$ cat src/rtl/piso_bit_serializer.sv
`default_nettype none
// ============================================================================
// Module      : piso_bit_serializer
// Description : Parallel-in, serial-out bit feeder with a one-word holding
//               register so back-to-back words stream without idle gaps.
// Revision    : 1.0 - initial release
// ============================================================================
module piso_bit_serializer #(
    parameter int WIDTH     = 8,
    parameter bit MSB_FIRST = 1'b1,
    parameter bit IDLE_BIT  = 1'b0
) (
    input  logic             clk,
    input  logic             rst,
    input  logic [WIDTH-1:0] din,
    input  logic             din_valid,
    output logic             din_ready,
    output logic             x,
    output logic             x_valid,
    output logic             last,
    output logic             busy
);

    localparam int CW = $clog2(WIDTH);
    localparam logic [CW-1:0] c_last = CW'(WIDTH - 1);

    localparam logic [0:0] S_IDLE  = 1'b0;
    localparam logic [0:0] S_SHIFT = 1'b1;

    logic [0:0]       r_state,     nxt_state;
    logic [CW-1:0]    r_cnt,       nxt_cnt;
    logic [WIDTH-1:0] r_shreg,     nxt_shreg;
    logic             r_x,         nxt_x;
    logic [WIDTH-1:0] r_hold,      nxt_hold;
    logic             r_hold_full, nxt_hold_full;

    logic             w_xfer;
    logic             w_at_end;
    logic [WIDTH-1:0] w_load_word;
    logic             w_load_bit;
    logic [WIDTH-1:0] w_load_rest;
    logic             w_shift_bit;
    logic [WIDTH-1:0] w_shift_rest;

    assign w_xfer      = din_valid && din_ready;
    assign w_at_end    = (r_state == S_IDLE) || (r_cnt == c_last);
    assign w_load_word = r_hold_full ? r_hold : din;

    // The first bit of a word goes straight to x on the load edge; the
    // shift register keeps only the bits that are still to come.
    generate
        if (MSB_FIRST) begin : g_msb_first
            assign w_load_bit   = w_load_word[WIDTH-1];
            assign w_load_rest  = {w_load_word[WIDTH-2:0], 1'b0};
            assign w_shift_bit  = r_shreg[WIDTH-1];
            assign w_shift_rest = {r_shreg[WIDTH-2:0], 1'b0};
        end else begin : g_lsb_first
            assign w_load_bit   = w_load_word[0];
            assign w_load_rest  = {1'b0, w_load_word[WIDTH-1:1]};
            assign w_shift_bit  = r_shreg[0];
            assign w_shift_rest = {1'b0, r_shreg[WIDTH-1:1]};
        end
    endgenerate

    always_ff @(posedge clk) begin
        if (!rst) begin
            r_state     <= S_IDLE;
            r_cnt       <= '0;
            r_shreg     <= '0;
            r_x         <= IDLE_BIT;
            r_hold      <= '0;
            r_hold_full <= 1'b0;
        end else begin
            r_state     <= nxt_state;
            r_cnt       <= nxt_cnt;
            r_shreg     <= nxt_shreg;
            r_x         <= nxt_x;
            r_hold      <= nxt_hold;
            r_hold_full <= nxt_hold_full;
        end
    end

    always_comb begin
        nxt_state     = r_state;
        nxt_cnt       = r_cnt;
        nxt_shreg     = r_shreg;
        nxt_x         = r_x;
        nxt_hold      = r_hold;
        nxt_hold_full = r_hold_full;
        if (w_at_end) begin
            // A full hold register has priority; din_ready is low then anyway.
            if (r_hold_full || w_xfer) begin
                nxt_state     = S_SHIFT;
                nxt_cnt       = '0;
                nxt_shreg     = w_load_rest;
                nxt_x         = w_load_bit;
                nxt_hold_full = 1'b0;
            end else begin
                nxt_state = S_IDLE;
                nxt_cnt   = '0;
                nxt_x     = IDLE_BIT;
            end
        end else begin
            nxt_cnt   = r_cnt + CW'(1);
            nxt_shreg = w_shift_rest;
            nxt_x     = w_shift_bit;
            if (w_xfer) begin
                nxt_hold      = din;
                nxt_hold_full = 1'b1;
            end
        end
    end

    always_comb begin
        din_ready = rst && !r_hold_full;
        x         = r_x;
        x_valid   = (r_state == S_SHIFT);
        last      = (r_state == S_SHIFT) && (r_cnt == c_last);
        busy      = (r_state == S_SHIFT) || r_hold_full;
    end

endmodule
`default_nettype wire

$ cat config.mk
export PLATFORM = sky130hd
export DESIGN_NAME = piso_bit_serializer
export DESIGN_NICKNAME = d
export VERILOG_FILES = /design/src/rtl/piso_bit_serializer.sv
export SDC_FILE = /design/constraint.sdc
export NUM_CORES = 1
export LEC_CHECK = 0
export CAP_MARGIN = 25
export CORE_MARGIN = 10
export CORE_UTILIZATION = 51
export DETAILED_ROUTE_END_ITERATION = 16
export PLACE_DENSITY = 0.86
export RECOVER_POWER = 100
export SYNTH_ARGS = -nofsm -noshare
export SYNTH_HDL_FRONTEND = slang
export SYNTH_SLANG_ARGS = --single-unit
$ cat constraint.sdc
create_clock -name clk -period 1.92 [get_ports clk]
set_input_delay 0.384 -clock clk [delete_from_list [all_inputs] [get_ports clk]]
set_output_delay 0.384 -clock clk [all_outputs]
set_load 0.02 [all_outputs]
* After elaboration in Yosys (flattened, before gate mapping)
Cells that the tools add are included.
** Storage, ports and cells
- Input bits :: 11
- Register bits after elaboration :: 21
- Logic and storage cells :: 32
- Output and inout port bits :: 5
** Operators by class
- Add/subtract/negate cells :: 1
- Multiplexer cells :: 9
- Equality and inequality tests :: 2
- Reductions and logical operators :: 11
- Bitwise gates (word level) :: 3
** Operators with widths (number)
- 8-bit 2-to-1 mux :: 3
- 1-bit 2-to-1 mux :: 6
- 2-bit AND reduction :: 2
- 3-bit by 1-bit adder with 3-bit output, second input constant :: 1
- 3-bit equality test, second input constant :: 1
- 1-bit logical AND :: 3
- 1-bit logical OR :: 3
- 1-bit inverter :: 3
- 2-bit by 1-bit inequality test with 1-bit output, second input constant :: 1
- 2-bit nonzero test :: 1
- 2-bit OR reduction :: 1
- 1-bit zero test :: 1

* Logic depth before layout (Yosys ltp)
- Depth after elaboration :: 6
- Mapped depth :: 7

* Worst setup path after synthesis
OpenSTA, ideal clock, no wires.
- Kind :: flip-flop to flip-flop
- From :: reg r_cnt[0]
- To :: reg r_hold[7]
- Buffers on the path :: 1
- Data required time :: 1848 ps
- Arrival time :: 1395 ps
- Period minus slack after synthesis :: 1467 ps
- Setup slack :: 453 ps
- Stages on the path, launching flop included :: 7
- Path through :: dfxtp_1 ha_1 ha_1 nand2b_1 buf_4 nor3_4 mux2i_1
** On the way
- Cells in the longest elaborated chain, start to end :: 4
** RTL lines
- start: declaration :: RTL line 31 : logic [CW-1:0] r_cnt, nxt_cnt;
- start signal: assignment :: RTL line 75 : r_cnt <= nxt_cnt;
- 3-bit equality test :: RTL line 46 : assign w_at_end = (r_state == S_IDLE) || (r_cnt == c_last);
- 1-bit logical OR :: RTL line 46
- 1-bit inverter (no source line)
- 2-bit AND reduction (no source line)
- end signal: assignment :: RTL line 78 : r_hold <= nxt_hold;
- end: declaration :: RTL line 34 : logic [WIDTH-1:0] r_hold, nxt_hold;
Every way passes these cells.
A chain may end at the register's enable or synchronous reset.

* Final worst setup path
- From :: in rst
- To :: out din_ready
** On the way
- Cells in the longest elaborated chain, start to end :: 1
** RTL lines
- start: declaration :: RTL line 14 : input logic rst,
- 1-bit logical AND :: RTL line 115 : din_ready = rst && !r_hold_full;
- end: declaration :: RTL line 17 : output logic din_ready,
Every way passes these cells.

==> impl_metrics.prom <==
# TYPE chip_impl_metric gauge
chip_impl_metric{name="grt_antenna_before_repair",unit=""} 0
chip_impl_metric{name="synth-seq-cells",unit=""} 21
chip_impl_metric{name="synth_enable_flop_cells",unit=""} 0
chip_impl_metric{name="tritoncts_buffers",unit=""} 3
chip_impl_metric{name="worst-path-max-fanout",unit=""} 2
chip_impl_metric{name="powerDensity",unit="nW/um^2"} 699
chip_impl_metric{name="num_antenna_cells",unit=""} 0
chip_impl_metric{name="post-layout-total-power",unit="W"} 0.000821
chip_impl_metric{name="synthesis.nets",unit=""} 129
chip_impl_metric{name="worst_ir_drop_vdd",unit="mV"} 0.588
chip_impl_info{name="status",value="complete, no violations"} 1
chip_impl_metric{name="max-slew-margin-rel",unit=""} 0.748
chip_impl_info{name="cp_top_family",value="buffers and inverters"} 1
chip_impl_metric{name="worst_reg_to_reg_cells",unit=""} 5
chip_impl_info{name="most_common_library_cell_in_the_layout_ignoring_fill_and_taps",value="dfxtp_1"} 1
chip_impl_metric{name="slowest_delay",unit="ns"} 0.47
chip_impl_metric{name="via_count_of_the_first_global_routing_pass",unit=""} 803
chip_impl_metric{name="synth_cell_type_count",unit=""} 24
chip_impl_info{name="yosys_most_used_dff",value="dfxtp_1"} 1
chip_impl_metric{name="grt.total_usage",unit=""} 0.111
chip_impl_metric{name="io_buffers",unit=""} 15
chip_impl_metric{name="dp.final_hpwl",unit="um"} 1590
chip_impl_metric{name="worstHoldPathCells",unit=""} 1
chip_impl_metric{name="clkSinkCount",unit=""} 21
chip_impl_metric{name="gp_congestion",unit=""} 0.809
chip_impl_metric{name="start_util",unit=""} 0.551
chip_impl_metric{name="postRouteAntennaNets",unit=""} 0
chip_impl_info{name="hold_end",value="r_cnt[0]$_SDFF_PP0_"} 1
chip_impl_metric{name="layout_min_cycle_time",unit="ns"} 1.86
chip_impl_metric{name="clock_insertion_delay_worst_skew",unit="ns"} 0.30
chip_impl_metric{name="htree_num_levels",unit=""} 1
chip_impl_metric{name="p_leak",unit="nW"} 0.471
chip_impl_metric{name="max_frequency",unit="MHz"} 539
chip_impl_metric{name="syn-cell-area",unit="sq um"} 982
chip_impl_info{name="worst_hold_path_type",value="register to register"} 1
chip_impl_metric{name="die_y",unit="um"} 63.9
chip_impl_info{name="root_buffer",value="clkbuf_4"} 1
chip_impl_metric{name="syn-mean-instance-area",unit="sq um"} 8.47
chip_impl_metric{name="arrival",unit="ns"} 1.47
chip_impl_metric{name="synth-seq-area-share",unit=""} 0.428
chip_impl_metric{name="vias",unit=""} 859
chip_impl_metric{name="postSynthCellCount",unit=""} 116
chip_impl_metric{name="die_area",unit="sq um"} 4080
chip_impl_metric{name="worstMarginPinSlew",unit="ns"} 0.379
chip_impl_metric{name="design.core.area",unit="sq um"} 1780
chip_impl_metric{name="period_share",unit=""} 0.967
chip_impl_metric{name="areaGrowthSynthToFinish",unit="%"} 19.5
chip_impl_info{name="tritoncts_clock_tree",value="built"} 1
chip_impl_metric{name="finalHoldViolCount",unit=""} 0
chip_impl_metric{name="path_clk_slew",unit="ns"} 0.11
chip_impl_metric{name="numPlacedInstances",unit=""} 154
chip_impl_metric{name="route.detailed.wl_per_inst",unit="um"} 13.9
chip_impl_metric{name="asyncSetResetFlopFracSynth",unit=""} 0
chip_impl_info{name="timing.critical_path.cells",value="clkdlybuf4s50_1 > nor2b_1 > dlygate4sd2_1"} 1
chip_impl_info{name="rsz0062_at_grt",value="false"} 1
chip_impl_metric{name="max-cap-violations",unit=""} 0
chip_impl_metric{name="detail_route.vias_per_cell",unit=""} 5.44
chip_impl_info{name="crit_path_max_delay_cell_type",value="clkdlybuf4s50_1"} 1
chip_impl_info{name="r2r-end",value="r_hold[7]$_SDFFE_PN0P_"} 1
chip_impl_metric{name="grt_start_max_net_pins",unit=""} 35
chip_impl_info{name="r2r_start",value="r_cnt[0]$_SDFF_PP0_"} 1
chip_impl_metric{name="maxSlewViolCount",unit=""} 0
chip_impl_metric{name="clk_path_buf_depth",unit=""} 2
chip_impl_metric{name="chipWidth",unit="um"} 63.9
chip_impl_metric{name="critPathBufInv",unit=""} 2
chip_impl_metric{name="nNetsFinal",unit=""} 147
chip_impl_metric{name="regToRegSetupSlack",unit="ns"} 0.38
chip_impl_metric{name="grt-ovfl-total",unit=""} 0
chip_impl_info{name="final_cell_mix",value="dfxtp_1, o21ai_0, nand3_1"} 1
chip_impl_metric{name="critPathRequiredTime",unit="ns"} 1.54
chip_impl_metric{name="wirelength",unit="um"} 2190
chip_impl_metric{name="initialDrtViolationCount",unit=""} 31
chip_impl_metric{name="final-instance-count-excl-fill",unit=""} 158
chip_impl_metric{name="report.final.setup_viol",unit=""} 0
chip_impl_metric{name="io_pins",unit=""} 16
chip_impl_metric{name="finalClockSkew",unit="ns"} 0.00270
chip_impl_metric{name="synthesis.yosys.warnings",unit=""} 0
chip_impl_metric{name="grt_first_pass_wirelength",unit="um"} 3810
chip_impl_info{name="category_of_the_worst_setup_path_launch_point",value="input pin"} 1
chip_impl_metric{name="drc",unit=""} 0
chip_impl_info{name="hold_path_startpoint",value="r_cnt[0]$_SDFF_PP0_"} 1
chip_impl_info{name="crit_type",value="input pin to primary output"} 1
chip_impl_metric{name="std_cell_rows",unit=""} 15
chip_impl_info{name="end_kind",value="primary output"} 1
chip_impl_metric{name="layout-drive-gt1-share",unit=""} 0.0977
chip_impl_metric{name="detailedRoute.firstPassIterationCount",unit=""} 4
==> state kept, by name (all words and copies together), names as in the netlist <==
register,count
r_cnt,3
r_hold,8
r_hold_full,1
r_shreg,7
x,1
x_valid,1
==> final cells by class <==
type | count | area [sq um]
Multi-Input combinational cell | 84 | 493
Fill cell | 156 | 609
Sequential cell | 21 | 420
Timing Repair Buffer | 23 | 199
Tap cell | 25 | 31.3
Clock buffer | 4 | 26.3
Inverter | 1 | 3.75
==> cells in the mapped netlist, drive strengths merged, types with 2 or more instances <==
library cell,number,area share
dfxtp,21,0.43
o21ai,14,0.071
nand3,13,0.066
nand2,10,0.046
and3,9,0.057
buf,9,0.056
nand2b,8,0.051
a211oi,7,0.054
nand4,7,0.045
nor2,4,0.015
a21oi,2,0.010
ha,2,0.025
nor2b,2,0.013
==> where the power goes <==
part / internal [W] / total, W / switching [W]
sequential: 0.000459 / 0.000472 / 0.0000127
combinational: 0.0000645 / 0.000142 / 0.0000771
clock: 0.0000808 / 0.000207 / 0.000126
total: 0.000605 / 0.000821 / 0.000216
==> per-layer routing <==
metal	global-route usage	up-vias	wire, um
li1	-	446	-
met1	0.135	401	986
met2	0.183	10	1130
met3	0.0279	2	47
met4	0.0410	0	23
met5	0	-	0
==> worst max-delay path by stage <==
| stage | start | to | slack [ns] | depth (start not counted) |
|---|---|---|---|---|
| floorplan | r_cnt[0]$_SDFF_PP0_ | r_hold[7]$_SDFFE_PN0P_ | 0.45 | 6 |
| detailed placement | rst | din_ready | -0.20 | 3 |
| global placement | rst | din_ready | -0.21 | 3 |
| global route | rst | din_ready | 0.01 | 3 |
| CTS | r_hold_full$_SDFFE_PN0P_ | busy | 0.02 | 2 |
| finish | rst | din_ready | 0.06 | 3 |
==> through the flow <==
step	hold slack, ns	setup WS (ns)	area (sq um)	TNS (ns)	util
2_1_floorplan	0.397	0.453	982	0	-
3_3_place_gp	0.409	-0.207	1160	-0.207	0.653
3_5_place_dp	0.415	-0.199	1160	-0.222	0.653
4_1_cts	0.432	0.0200	1190	0	0.666
5_1_grt	0.467	0.0113	1170	0	0.658
6_report	0.429	0.0633	1170	0	0.658
==> cell families after synthesis <==
logic type      Yosys count  synth area share
simple gates             57             0.329
compound gates           24             0.143
flops                    21             0.428
buf+inv                  11            0.0650
fa+ha+maj                 2            0.0255
mux                       1            0.0102
==> timing repair <==
| item | in CTS | in global routing |
|---|---|---|
| setup endpoints to repair | 2 | 2 |
| resized for setup | 2 | 2 |
| buffers inserted | 0 | 0 |
| hold buffers | 0 | 0 |
Power figures use the tool's default switching activity.
